**config.mk**
```make
export PLATFORM = sky130hd
export DESIGN_NAME = alu_exec_stage
export DESIGN_NICKNAME = d
export VERILOG_FILES = /design/src/rtl/alu_exec_stage.sv
export SDC_FILE = /design/constraint.sdc
export NUM_CORES = 1
export LEC_CHECK = 0
export BUFFER_PORTS_ARGS = -buffer_cell sky130_fd_sc_hd__clkbuf_2
export CAP_MARGIN = 30
export CORE_AREA = 3 3 115 117
export CTS_CLUSTER_DIAMETER = 100
export DETAILED_ROUTE_END_ITERATION = 10
export DIE_AREA = 0 0 118 120
export PLACE_DENSITY_LB_ADDON = 0.1
export SETUP_SLACK_MARGIN = 0.2
export SLEW_MARGIN = 30
export SYNTH_ARGS = -nofsm -noshare
export SYNTH_HDL_FRONTEND = slang
export SYNTH_SLANG_ARGS = --single-unit
```
**constraint.sdc**
```tcl
create_clock -name clk -period 13.2 [get_ports clk]
set_input_delay 1.32 -clock clk [delete_from_list [all_inputs] [get_ports clk]]
set_output_delay 1.32 -clock clk [all_outputs]
set_load 0.05 [all_outputs]
```
**src/rtl/alu_exec_stage.sv**
```systemverilog
// alu_exec_stage
//    ALU execute stage with a valid/ready handshake on both sides. The ALU
//    result is computed when an operation is accepted and stored, together
//    with its zero and illegal flags, in a two-entry in-order buffer (head and
//    skid). The head entry drives the outputs. A saturating counter records
//    how many results have been delivered downstream.
//
// Parameters
//    WIDTH     operand and result width in bits
//    CNT_W     width of the delivered-result counter
//
// Ports
//    clk       clock, rising edge
//    reset     synchronous, active-high reset
//    in_valid  upstream operation valid
//    in_ready  stage can accept an operation this cycle
//    alu_ctrl  4-bit ALU function code
//    src_a     operand A
//    src_b     operand B
//    out_valid result/zero/illegal valid
//    out_ready downstream accepts the result
//    result    ALU result of the head entry
//    zero      head result equals 0
//    illegal   head entry had an unsupported alu_ctrl
//    op_count  number of results delivered downstream (saturating)
module alu_exec_stage #(
   parameter int unsigned WIDTH = 32,
   parameter int unsigned CNT_W = 16
) (
   input  logic             clk,
   input  logic             reset,
   input  logic             in_valid,
   output logic             in_ready,
   input  logic [3:0]       alu_ctrl,
   input  logic [WIDTH-1:0] src_a,
   input  logic [WIDTH-1:0] src_b,
   output logic             out_valid,
   input  logic             out_ready,
   output logic [WIDTH-1:0] result,
   output logic             zero,
   output logic             illegal,
   output logic [CNT_W-1:0] op_count
);

   typedef enum logic [1:0] {
      OCC_EMPTY = 2'd0,
      OCC_ONE   = 2'd1,
      OCC_FULL  = 2'd2
   } occ_t;

   occ_t             r_state;
   occ_t             w_next;

   logic [WIDTH-1:0] r_head_res;
   logic             r_head_zero;
   logic             r_head_ill;
   logic [WIDTH-1:0] r_skid_res;
   logic             r_skid_zero;
   logic             r_skid_ill;
   logic [CNT_W-1:0] r_op_count;

   logic [WIDTH-1:0] w_res;
   logic             w_ill;
   logic             w_zero;
   logic             w_in_xfer;
   logic             w_out_xfer;
   logic             w_ld_head_new;
   logic             w_ld_head_skid;
   logic             w_ld_skid;

   // ALU function decode
   always_comb begin
      w_res = '0;
      w_ill = 1'b0;
      case (alu_ctrl)
         4'b0000: w_res = src_a & src_b;
         4'b0001: w_res = src_a | src_b;
         4'b0010: w_res = src_a + src_b;
         4'b0110: w_res = src_a - src_b;
         default: begin
            w_res = '0;
            w_ill = 1'b1;
         end
      endcase
   end

   assign w_zero = (w_res == '0);

   // in_ready depends only on registered occupancy (and reset), never on out_ready
   assign in_ready   = ~reset & (r_state != OCC_FULL);
   assign out_valid  = (r_state != OCC_EMPTY);
   assign w_in_xfer  = in_valid & in_ready;
   assign w_out_xfer = out_valid & out_ready;

   // Occupancy next-state and buffer load selects
   always_comb begin
      w_next         = r_state;
      w_ld_head_new  = 1'b0;
      w_ld_head_skid = 1'b0;
      w_ld_skid      = 1'b0;
      case (r_state)
         OCC_EMPTY: begin
            if (w_in_xfer) begin
               w_next        = OCC_ONE;
               w_ld_head_new = 1'b1;
            end
         end
         OCC_ONE: begin
            if (w_in_xfer && w_out_xfer) begin
               w_next        = OCC_ONE;
               w_ld_head_new = 1'b1;
            end else if (w_in_xfer) begin
               w_next    = OCC_FULL;
               w_ld_skid = 1'b1;
            end else if (w_out_xfer) begin
               w_next = OCC_EMPTY;
            end
         end
         OCC_FULL: begin
            // in_ready is low here, so only the skid-to-head move can occur
            if (w_out_xfer) begin
               w_next         = OCC_ONE;
               w_ld_head_skid = 1'b1;
            end
         end
         default: w_next = OCC_EMPTY;
      endcase
   end

   always_ff @(posedge clk) begin
      if (reset) begin
         r_state <= OCC_EMPTY;
      end else begin
         r_state <= w_next;
      end
   end

   always_ff @(posedge clk) begin
      if (reset) begin
         r_head_res  <= '0;
         r_head_zero <= 1'b0;
         r_head_ill  <= 1'b0;
         r_skid_res  <= '0;
         r_skid_zero <= 1'b0;
         r_skid_ill  <= 1'b0;
      end else begin
         if (w_ld_head_new) begin
            r_head_res  <= w_res;
            r_head_zero <= w_zero;
            r_head_ill  <= w_ill;
         end else if (w_ld_head_skid) begin
            r_head_res  <= r_skid_res;
            r_head_zero <= r_skid_zero;
            r_head_ill  <= r_skid_ill;
         end
         if (w_ld_skid) begin
            r_skid_res  <= w_res;
            r_skid_zero <= w_zero;
            r_skid_ill  <= w_ill;
         end
      end
   end

   always_ff @(posedge clk) begin
      if (reset) begin
         r_op_count <= '0;
      end else if (w_out_xfer && (r_op_count != '1)) begin
         r_op_count <= r_op_count + CNT_W'(1);
      end
   end

   assign result   = r_head_res;
   assign zero     = r_head_zero;
   assign illegal  = r_head_ill;
   assign op_count = r_op_count;

endmodule

```
Yosys cells after proc, flatten, opt, wreduce, memory -nomap -nowiden:

Index checks and enable logic that the tools add are counted.

* bits in registers: 86
* bits of input ports: 72
* output and inout bits: 52
* logic and storage cells: 57

* $add $sub $neg: 3
* equal/unequal tests: 10
* muxes and demuxes: 21
* bitwise logic cells: 6
* reduce and logical (&&, ||, !) cells: 9

Operators with widths (count)
* 32-bit case mux with 4 select lines: 1
* 32-bit 2-to-1 mux: 2
* 32-bit adder: 1
* 32-bit bitwise AND: 1
* 32-bit zero test: 1
* 32-bit OR: 1
* 32-bit subtractor: 1
* 16-bit by 1-bit adder with 16-bit output, second input constant: 1
* 16-bit inequality test, second input constant: 1
* 1-bit 2-to-1 mux: 11
* 2-bit 2-to-1 mux: 5
* 2-bit inequality test, second input constant: 3
* 2-bit case mux with 3 select lines: 1
* 4-bit by 1-bit == test with 1-bit output, second input constant: 1
* 4-bit by 2-bit == test with 1-bit output, second input constant: 1
* 4-bit by 3-bit == test with 1-bit output, second input constant: 1
* 4-bit zero test: 1
* 4-bit inequality test, second input constant: 1
* 2-bit nonzero test: 2
* 4-bit OR reduction: 1
* 1-bit bitwise AND: 3
* 3-bit AND reduction: 1
* 2-bit by 1-bit == test with 1-bit output, second input constant: 1
* 2-bit == test, second input constant: 1
* 4 further kinds: 5

Depth between registers and ports, before layout:

Gate-level depths: netlist of the first run.

* word-level depth: 7
* gate-level depth with buffers: 21
* mapped depth without buffers: 20

Worst setup path after synthesis of the first run:

OpenSTA, ideal clock, no wires.

* path kind: input port to flip-flop
* start: input port alu_ctrl[0]
* end: register r_skid_zero
* setup time: 0.101 ns
* data arrival time: 5.474 ns
* required time: 13.099 ns
* setup slack: 7.625 ns
* stages: 18
* path buffers: 3
* path through: nor3b_1 > clkbuf_1 > clkbuf_1 > and2_1 > clkbuf_1 > nor2_1 > xnor2_1 > ha_1 > o21ai_1 > a21oi_1 > o311a_4 > a31o_1 > and2_1 > or3_1 > a32o_2 > nor4_2 > nand4_1 > o41ai_1

* longest elaborated chain between the ends: 3
* elaborated cells between the ends (all ways): 6
* those cells by class: eq/ne (3); mux (1); reduce/logical (2)

RTL lines
* start, declared: RTL line 34 `input logic [3:0] alu_ctrl,`
* 4-bit by 3-bit == test with 1-bit output, or another cell as far along: RTL line 75 `case (alu_ctrl)`
* 32-bit case mux with 4 select lines *: RTL line 75
* 32-bit zero test *: RTL line 87 `assign w_zero = (w_res == '0);`
* end signal, assigned: RTL line 158 `r_skid_zero <= w_zero;`
* end, declared: RTL line 58 `logic r_skid_zero;`

Every way passes the cells marked *; elsewhere a longest branch is shown, timed or not.
A chain may end at the register's enable or synchronous reset.

Final worst setup path of the first run:

* start: input port src_b[0]
* end: register r_skid_zero

* longest elaborated chain between the ends: 3
* elaborated cells between the ends (all ways): 6
* those cells by class: add/sub (2); mux (1); bitwise (2); reduce/logical (1)

RTL lines
* start, declared: RTL line 36 `input logic [WIDTH-1:0] src_b,`
* 32-bit subtractor, or another cell as far along: RTL line 79 `4'b0110: w_res = src_a - src_b;`
* 32-bit case mux with 4 select lines *: RTL line 75
* 32-bit zero test *: RTL line 87

Marked as above.

==> results of run 1 <==
state kept, by name, summed over array words and instances, names as in the netlist:
name and flops:
r_skid_res 32, illegal 1, r_state 2, r_skid_zero 1, zero 1, op_count 16, r_skid_ill 1, result 32
cells in the mapped netlist, types with 2 or more instances:
cell type and number:
a21oi_1 62, nand3b_1 2, inv_1 13, a221oi_1 9
or2_2 3, nor4_1 13, xor2_1 32, or3_1 8
and2_1 6, a311oi_1 9, nand2_1 114, dfxtp_1 86
nand3_1 18, nand4_1 15, o41ai_1 4, nor3_1 37
ha_1 35, mux2i_1 4, a211oi_1 25, a21boi_0 2
nor3b_1 3, a21o_1 14, o21bai_1 3, nor2b_1 5
and3_1 14, nand2b_1 7, a22oi_1 21, o32ai_1 3
a31oi_1 7, a2111oi_0 3, o21a_1 5, nor2_1 135
or4b_1 2, xnor2_1 33, clkbuf_1 50, maj3_1 25
o31ai_1 9, buf_1 5, o21ai_0 46
critical path, stage by stage:
cell and delay (ns):
clkbuf_2 0.11, inv_1 0.08, ha_1 0.17, nand2b_1 0.07, or4_1 0.47, or4b_1 0.56
nor2_1 0.34, a21oi_1 0.14, xnor2_1 0.15, ha_1 0.40, nand2_1 0.14, o21ai_0 0.42
o21a_1 0.17, nor2_1 0.04, a211oi_1 0.40, a31oi_1 0.19, xnor2_1 0.17, a22oi_1 0.34
nand4_1 0.19, o41ai_1 0.33
power groups by stage:
stage	logic, W	clock network [W]	registers [W]
3_5_place_dp	0.000240	0	0.000279
4_1_cts	0.000241	0.000267	0.000273
2_1_floorplan	0.000156	0	0.000297
5_1_grt	0.000267	0.000278	0.000274
3_3_place_gp	0.000241	0	0.000279
6_report	0.000245	0.000263	0.000273
metrics by stage:
step	total power, W	utilization, %
after floorplan	0.000453	-
after global placement	0.000520	59.2
after detailed placement	0.000519	59.3
after CTS	0.000782	61.8
after global routing	0.000820	61.9
final	0.000781	61.9
final cells by class:
class,count,share of cell area [%]
flip-flops and latches,86,22.3
inverters,13,0.633
well taps,172,2.79
clock buffers,13,3.63
clock inverters,3,0.519
repair buffers,132,8.86
multi-input cells,760,61.2
kinds of logic after synthesis:
| group | Yosys count |
|---|---|
| XOR/XNOR | 65 |
| multiplexers | 4 |
| adder cells (fa/ha/maj) | 61 |
| flip-flops | 86 |
| AO/OA/AOI/OAI | 239 |
| AND/OR/NAND/NOR | 391 |
| buffers and inverters | 69 |
how the worst min path moves through the flow:
stage	endpoint	slack, ns	cells after the start
floorplan	r_skid_ill$_SDFFE_PP0P_	0.44	2
global placement	r_skid_ill$_SDFFE_PP0P_	0.44	2
detailed placement	r_skid_ill$_SDFFE_PP0P_	0.45	2
CTS	r_skid_ill$_SDFFE_PP0P_	0.46	2
global route	result[7]$_SDFFE_PP0P_	0.49	2
finish	r_skid_ill$_SDFFE_PP0P_	0.46	2
metal layers:
metal	global-route usage (%)	vias up	share of wire [%]
met2	44.3	259	46
li1	-	3483	-
met5	0	-	0
met3	3.77	27	5.9
met1	38.2	3262	46
met4	7.33	0	1.9
==> results_dict.tcl, run 1 <==
set metrics [dict create \
    outcome "finished clean" \
    synth-compound-area-share_pct 23.7 \
    synthAdderAreaFrac_pct 10.6 \
    ant_nets 0 \
    fmax_ghz 0.167 \
    cts_resized 0 \
    async_flop_share_pct 0 \
    final_area_um2 7710 \
    hold_buffers 0 \
    numCtsBuffers 9 \
    p_int_w 0.000523 \
    seq_area_frac_synth_pct 25.8 \
    hold_viol 0 \
    rsz0062_at_grt "false" \
    startpoint_type "primary input" \
    critPathRequiredTime_ns 13.42 \
    avgSynthCellArea_um2 7.30 \
    r2r-end "op_count[15]$_SDFFE_PP0P_" \
    power.density_nw_per_um2 101 \
    setup-tns-final_ns 0 \
    slew_headroom_pct 36.1 \
    drt_iter0_markers 680 \
    hold_class "reg -> reg" \
    maxCapViolCount 0 \
    post_dp_cell_area_um2 7390 \
    ys_warn_count 0 \
    synthFlopType "dfxtp_1" \
    post-dp-hpwl_um 15100 \
    syn_inst 915 \
    route.detailed.drc 0 \
    cp.arrival_ns 6.22 \
    synth_xor_area_share_pct 8.52 \
    synth-edff-count 0 \
    rr_startpoint "op_count[7]$_SDFFE_PP0P_" \
    finalCritPeriodShare_pct 45.4 \
    critPathLaunch "src_b[0]" \
    comb_power_share_pct 31.3 \
    r2r_setup_slack_ns 10.66 \
    synth_top_family_by_area "simple AND/OR/NAND/NOR gates" \
    fp-row-count 41 \
    die_y_um 120 \
    netlist_area_um2 6680 \
    synth_top_area_cell "dfxtp_1" \
    critPathKind "in -> reg" \
    coreArea_um2 12500 \
    grt_max_degree 92 \
    synth.area.mux_share_pct 0.599 \
    final_common_cell "nor2_1" \
    tritoncts "built" \
    multi_input_area_um2 4720 \
    end_kind "flop" \
    grt_overflow 0 \
    final_cells 1179 \
    clock_sinks 86 \
    layout-drive-gt1-share_pct 16.2 \
    setup_violations 0 \
    grt_usage_pct 27.3 \
    crit_end "r_skid_zero$_SDFFE_PP0P_" \
    top_level_ports 124 \
    layout_common_cells "nor2_1, clkbuf_2, nand2_1" \
    synth.top_cell.area_share_pct 25.8 \
    dpl.cell_count 1163 \
    irDropWorstVdd_uv 54.2 \
    port-buffer-count 123 \
    path_clk_slew_ns 0.06 \
    antenna_found_initial 0 \
    clockBufferDepth 2 \
    pwr-share-seq_pct 35.0 \
    die_area_um2 14200 \
    ys_ff_latch 86 \
    worstHoldStart "r_skid_ill$_SDFFE_PP0P_" \
    nFillCells 1236 \
    root_buffer "clkbuf_16" \
    leakage_nw 3.14 \
    rr_worst_depth 10 \
    routed_via_density 5.96 \
    insertedDiodeCount 0 \
    synth-simple-area-share_pct 26.9 \
    routabilityCongestion 0.958 \
    yosys-top-cells-area "dfxtp_1, nor2_1, ha_1, nand2_1, a21oi_1" \
    place_ws_ns 6.93 \
    final.setup.worst_slack_ns 7.21 \
    clk_latency_ns 0.33 \
    regArea_um2 1720 \
    dieWidth_um 118 \
    synth_nets 1023 \
    finalCriticalPeriod_ns 5.99 \
    dr.pass1.iters 5 \
    htreeDepth 3 \
    final_nets 1110 \
    num_vias 7031 \
    cts_setup_buffers 0 \
    start_util_pct 53.6 \
    p_sw_share_pct 33.1 \
    grt_pass1_vias 6134 \
    skew_ns 0.00256 \
    grt_first_pass_wirelength_um 31800 \
    wl_per_cell_um 17.0 \
    tightest_slew_ns 0.950 \
    syn_to_final_growth_pct 15.5 \
    wl_um 20000 \
    switchingPower_w 0.000258 \
    hold_slack_ns 0.465 \
    drv_slew 0 \
    netlist-cell-type-count 67 \
    critPathMaxFanout 8 \
    clkPwrFrac_pct 33.7 \
]
No activity file was read; power rests on OpenSTA's default activity.
==> run 2, diff against run 1 <==
- ABC_AREA: default -> 1
- CORE_AREA: 3 3 115 117 -> 3 3 123 125
- DIE_AREA: 0 0 118 120 -> 0 0 126 128
- clock period: 13.2 -> 6.1 ns (I/O delays scaled with it)
==> run 2 against run 1 <==
  * Critical path depth grew 3
  * Worst setup slack got worse by 5.5 ns
  * Final cell count is 34% higher
  * Hold slack improved by 0.019 ns
  * Wire length up 17%
  * Largest power group is now clock
==> results_dict.tcl, run 2 <==
set metrics [dict create \
    outcome "finished clean" \
    irDropWorstVdd_uv 134 \
    final_nets 1508 \
    critPathRequiredTime_ns 6.37 \
    clock_sinks 86 \
    synth.top_cell.area_share_pct 22.4 \
    antenna_found_initial 0 \
    leakage_nw 4.70 \
    skew_ns 0.00592 \
    htreeDepth 3 \
    path_cells "clkbuf_2 > nor2_4 > nand3_4 > inv_1 > o21ai_0 > xor2_1 > ha_1 > nand2_1 > nor2_1 > nand2_1 > nor2_1 > nand2_1 > nand2_1 > nand2_1 > nand3_1 > nand2_1 > nor2_1 > nand2_1 > nor2_1 > nand3_1 > nand2_1 > nand2_1 > a21oi_2" \
    yosysMostFrequentCell "nand2_1" \
    maxCapViolCount 0 \
    setup_violations 0 \
    rr_startpoint "r_state[1]$_SDFFE_PP0P_" \
    critPathLaunch "alu_ctrl[0]" \
    cts_setup_buffers 0 \
    grt_overflow 0 \
    slew_headroom_pct 37.8 \
    tightest_slew_ns 0.928 \
    drt_iter0_markers 750 \
    seq_area_frac_synth_pct 22.4 \
    ant_nets 0 \
    rsz0062_at_grt "false" \
    ys_warn_count 0 \
    path_clk_slew_ns 0.06 \
    post-dp-hpwl_um 18600 \
    cpMostUsedCell "nand2_1" \
    fp-row-count 43 \
    hold_buffers 0 \
    grt_first_pass_wirelength_um 37800 \
    coreArea_um2 14000 \
    syn_inst 1296 \
    port-buffer-count 123 \
    dr.pass1.iters 7 \
    finalCritPeriodShare_pct 71.8 \
    grt_max_degree 72 \
    rr_worst_depth 9 \
    synthFlopType "dfxtp_1" \
    power.density_nw_per_um2 198 \
    slowest_delay_ns 0.58 \
    hold_viol 0 \
    synth-edff-count 0 \
    startpoint_type "primary input" \
    yosys-top-cells-area "dfxtp_1, nand2_1, inv_1, nor2_1, ha_1" \
    clk_latency_ns 0.34 \
    holdPathStages 2 \
    synth_commonest_cells "nand2_1, inv_1, nor2_1" \
    route.detailed.drc 0 \
    cp.arrival_ns 4.65 \
    fmax_ghz 0.228 \
    num_vias 8479 \
    power_w 0.00174 \
    clockBufferDepth 2 \
    insertedDiodeCount 0 \
    cp.depth 23 \
    start_util_pct 55.1 \
    async_flop_share_pct 0 \
    slowest_stage "inv_1" \
    critPathMaxFanout 28 \
    routed_via_density 5.35 \
    critPathTopFamily "simple AND/OR/NAND/NOR gates" \
    numCtsBuffers 9 \
    top_level_ports 124 \
    die_y_um 128 \
    ys_ff_latch 86 \
    netlist-cell-type-count 50 \
    syn_to_final_growth_pct 13.8 \
    drv_slew 0 \
    dieWidth_um 126 \
    nFillCells 1456 \
    end_kind "flop" \
    layout_common_cells "nand2_1, inv_1, nor2_1" \
    worstHoldStart "r_skid_res[1]$_SDFFE_PP0P_" \
    r2r_setup_slack_ns 3.34 \
    tritoncts "built" \
    final_common_cell "nand2_1" \
    layout-drive-gt1-share_pct 14.9 \
    dpl.cell_count 1569 \
    critPathKind "in -> reg" \
    r2r-end "result[12]$_SDFFE_PP0P_" \
    grt_usage_pct 28.5 \
    finalCriticalPeriod_ns 4.38 \
    wl_um 23300 \
    setup-tns-final_ns 0 \
    wl_per_cell_um 14.7 \
    utilization_pct 62.7 \
    synth_nets 1404 \
    min_to "result[1]$_SDFFE_PP0P_" \
    die_area_um2 16100 \
    cts_resized 0 \
    avgSynthCellArea_um2 5.94 \
    synth_top_area_cell "dfxtp_1" \
    routabilityCongestion 0.993 \
    path_buf_inv 2 \
    netlist_area_um2 7700 \
    final_cells 1585 \
    root_buffer "clkbuf_16" \
    hold_class "reg -> reg" \
    grt_pass1_vias 7598 \
]
## run 2: cell types whose count changed after synthesis, sizes merged, moves of 11 or more
cell    delta
a211oi    -25
nand2    +253
inv      +216
a31oi     +11
nand3     +60
nor2      +35
xnor2     -25
and3      -13
nor4      -12
a21o      -13
nor3      -20
a22oi     -21
clkbuf    -29
o21ai     +37
## run 2: cell families after synthesis
kind of cell	count (synthesis)	share of synthesized area [%]
AO/OA/AOI/OAI	197	15.2
XOR/XNOR	30	3.41
adder cells (fa/ha/maj)	58	8.80
buffers and inverters	266	13.2
flip-flops	86	22.4
AND/OR/NAND/NOR	659	37.0
## run 2: layer usage
layer | track usage, % | part of all wire, % | vias up
met3 | 2.08 | 5.6 | 34
met1 | 40.0 | 46 | 3896
met2 | 47.3 | 46 | 239
met4 | 7.95 | 1.8 | 0
li1 | - | - | 4310
met5 | 0 | 0 | -
## run 2: worst min-delay path: cells and delay by family (launching register included)
kind,cells,cell delay [ns]
flops,1,0.31
compound gates,1,0.08
simple gates,1,0.06
## run 2: final cells by class
type / instances / area (um^2) / share of cell area, %
clock buffers: 13 / 270 / 3.08
clock inverters: 3 / 65.1 / 0.742
inverters: 230 / 863 / 9.85
multi-input cells: 944 / 4960 / 56.6
flip-flops and latches: 86 / 1720 / 19.6
well taps: 180 / 225 / 2.57
repair buffers: 129 / 661 / 7.54
## run 2: worst max-delay path by stage
stage,endpoint,slack [ns]
floorplan,zero$_SDFFE_PP0P_,2.39
global placement,zero$_SDFFE_PP0P_,1.41
detailed placement,zero$_SDFFE_PP0P_,1.40
CTS,zero$_SDFFE_PP0P_,1.74
global route,zero$_SDFFE_PP0P_,1.21
finish,zero$_SDFFE_PP0P_,1.72
## run 2: power by group
group	total (W)	switching, W	internal (W)	leakage [nW]
clock	0.000606	0.000214	0.000392	0.166
combinational	0.000542	0.000370	0.000172	3.84
sequential	0.000588	0.0000105	0.000578	0.697
total	0.00174	0.000595	0.00114	4.70
## run 2: stage by stage
step	worst slack (ns)	area [um^2]	hold WS, ns
after floorplan	2.39	7700	0.462
after global placement	1.41	8430	0.472
after detailed placement	1.40	8430	0.474
after CTS	1.74	8770	0.482
after global routing	1.21	8770	0.501
final	1.72	8770	0.484
==> run 3, diff against run 2 <==
- clock period: 6.1 -> 4.2 ns (I/O delays scaled with it)
==> run 3 against run 2 <==
  * Design area rose by 3.7%
  * Non-clock buffer count rose by 24
  * Final cell count rose by 1.5%
==> results_dict.tcl, run 3 (same netlist as run 2, synthesis figures left out) <==
set metrics [dict create \
    ant_nets 0 \
    end_kind "flop" \
    final_common_cell "nand2_1" \
    irDropWorstVdd_uv 204 \
    fp-row-count 43 \
    top_level_ports 124 \
    dr.pass1.iters 5 \
    skew_ns 0.00508 \
    die_area_um2 16100 \
    antenna_found_initial 0 \
    start_util_pct 55.1 \
    power.density_nw_per_um2 270 \
    critPathTopFamily "simple AND/OR/NAND/NOR gates" \
    slowest_delay_ns 0.40 \
    syn_to_final_growth_pct 18.0 \
    die_y_um 128 \
    r2r_setup_slack_ns 1.57 \
    path_buf_inv 4 \
    tritoncts "built" \
    critPathMaxFanout 5 \
    route.detailed.drc 0 \
    fmax_ghz 0.259 \
    layout_common_cells "nand2_1, inv_1, nor2_1" \
    layout-drive-gt1-share_pct 19.9 \
    coreArea_um2 14000 \
    setup-tns-final_ns 0 \
    root_buffer "clkbuf_16" \
    final_nets 1532 \
    clockBufferDepth 2 \
    wl_per_cell_um 14.4 \
    num_vias 8571 \
    min_to "r_state[1]$_SDFFE_PP0P_" \
    rr_startpoint "r_state[1]$_SDFFE_PP0P_" \
    worstHoldStart "out_ready" \
    power_w 0.00246 \
    grt_max_degree 71 \
    routed_via_density 5.33 \
    finalCritPeriodShare_pct 91.9 \
    outcome "finished clean" \
    maxCapViolCount 0 \
    critPathKind "in -> reg" \
    hold_class "in -> reg" \
    slowest_stage "ha_2" \
    holdPathStages 4 \
    cp.arrival_ns 4.12 \
    grt_usage_pct 27.9 \
    grt_overflow 0 \
    clk_latency_ns 0.34 \
    grt_pass1_vias 7697 \
    post-dp-hpwl_um 18300 \
    port-buffer-count 123 \
    grt_first_pass_wirelength_um 37300 \
    numCtsBuffers 9 \
    path_clk_slew_ns 0.06 \
    slew_headroom_pct 47.3 \
    startpoint_type "primary input" \
    dieWidth_um 126 \
    rr_worst_depth 9 \
    htreeDepth 3 \
    finalCriticalPeriod_ns 3.86 \
    routabilityCongestion 0.973 \
    setup_violations 0 \
    insertedDiodeCount 0 \
    critPathRequiredTime_ns 4.46 \
    r2r-end "result[23]$_SDFFE_PP0P_" \
    clock_sinks 86 \
    hold_viol 0 \
    drv_slew 0 \
    tightest_slew_ns 0.790 \
    drt_iter0_markers 553 \
    rsz0062_at_grt "true" \
    wl_um 23100 \
    leakage_nw 4.82 \
    cpMostUsedCell "nand2_1" \
]
==> run 3: report_power, final <==
group,switching (W),internal (W)
Clock,0.000308,0.000447
Combinational,0.000567,0.000281
Sequential,0.0000146,0.000839
Total,0.000889,0.00157
==> run 3: cell type report <==
type,count,area (um^2)
clock buffer,13,270
fill,1418,4900
clock inverter,3,17.5
sequential,86,1720
multi-input combinational,944,5150
tap,180,225
inverter,230,866
timing repair buffer,153,843
==> run 3: layer usage <==
| metal | vias to the layer above | track usage, % | part of all wire (%) |
|---|---|---|---|
| met4 | 0 | 7.13 | 1.8 |
| met1 | 3926 | 38.4 | 46 |
| met2 | 243 | 47.4 | 47 |
| li1 | 4373 | - | - |
| met5 | - | 0 | 0 |
| met3 | 29 | 2.42 | 5.0 |
==> run 3: worst max path at each step <==
stage                   from                end  cells past startpoint
finish              src_b[0]  zero$_SDFFE_PP0P_                     32
global route        src_b[0]  zero$_SDFFE_PP0P_                     31
CTS                 src_b[0]  zero$_SDFFE_PP0P_                     31
detailed placement  src_b[0]  zero$_SDFFE_PP0P_                     31
global placement    src_b[1]  zero$_SDFFE_PP0P_                     30
floorplan           src_b[0]  zero$_SDFFE_PP0P_                     31
==> run 3: through the flow <==
| step | util [%] | instances | instance area [um^2] | hold slack (ns) | setup WS (ns) |
|---|---|---|---|---|---|
| 2_1_floorplan | - | 1296 | 7700 | 0.462 | 0.680 |
| 3_3_place_gp | 61.2 | 1586 | 8560 | 0.471 | 0.0707 |
| 3_5_place_dp | 61.2 | 1586 | 8560 | 0.478 | -0.0237 |
| 4_1_cts | 63.2 | 1602 | 8850 | 0.402 | 0.307 |
| 5_1_grt | 65.0 | 1609 | 9090 | 0.447 | 0.0383 |
| 6_report | 65.0 | 1609 | 9090 | 0.416 | 0.340 |
==> run 3: what timing repair did <==
item,in CTS,in global routing
buffers inserted,0,7
resized for setup,0,62
endpoints found under the setup margin,0,8
hold buffers,0,0
==> run 3: worst min-delay path: stages <==
cell	delay (ns)
clkbuf_2	0.09
inv_1	0.07
nand2_1	0.07
a21oi_1	0.05
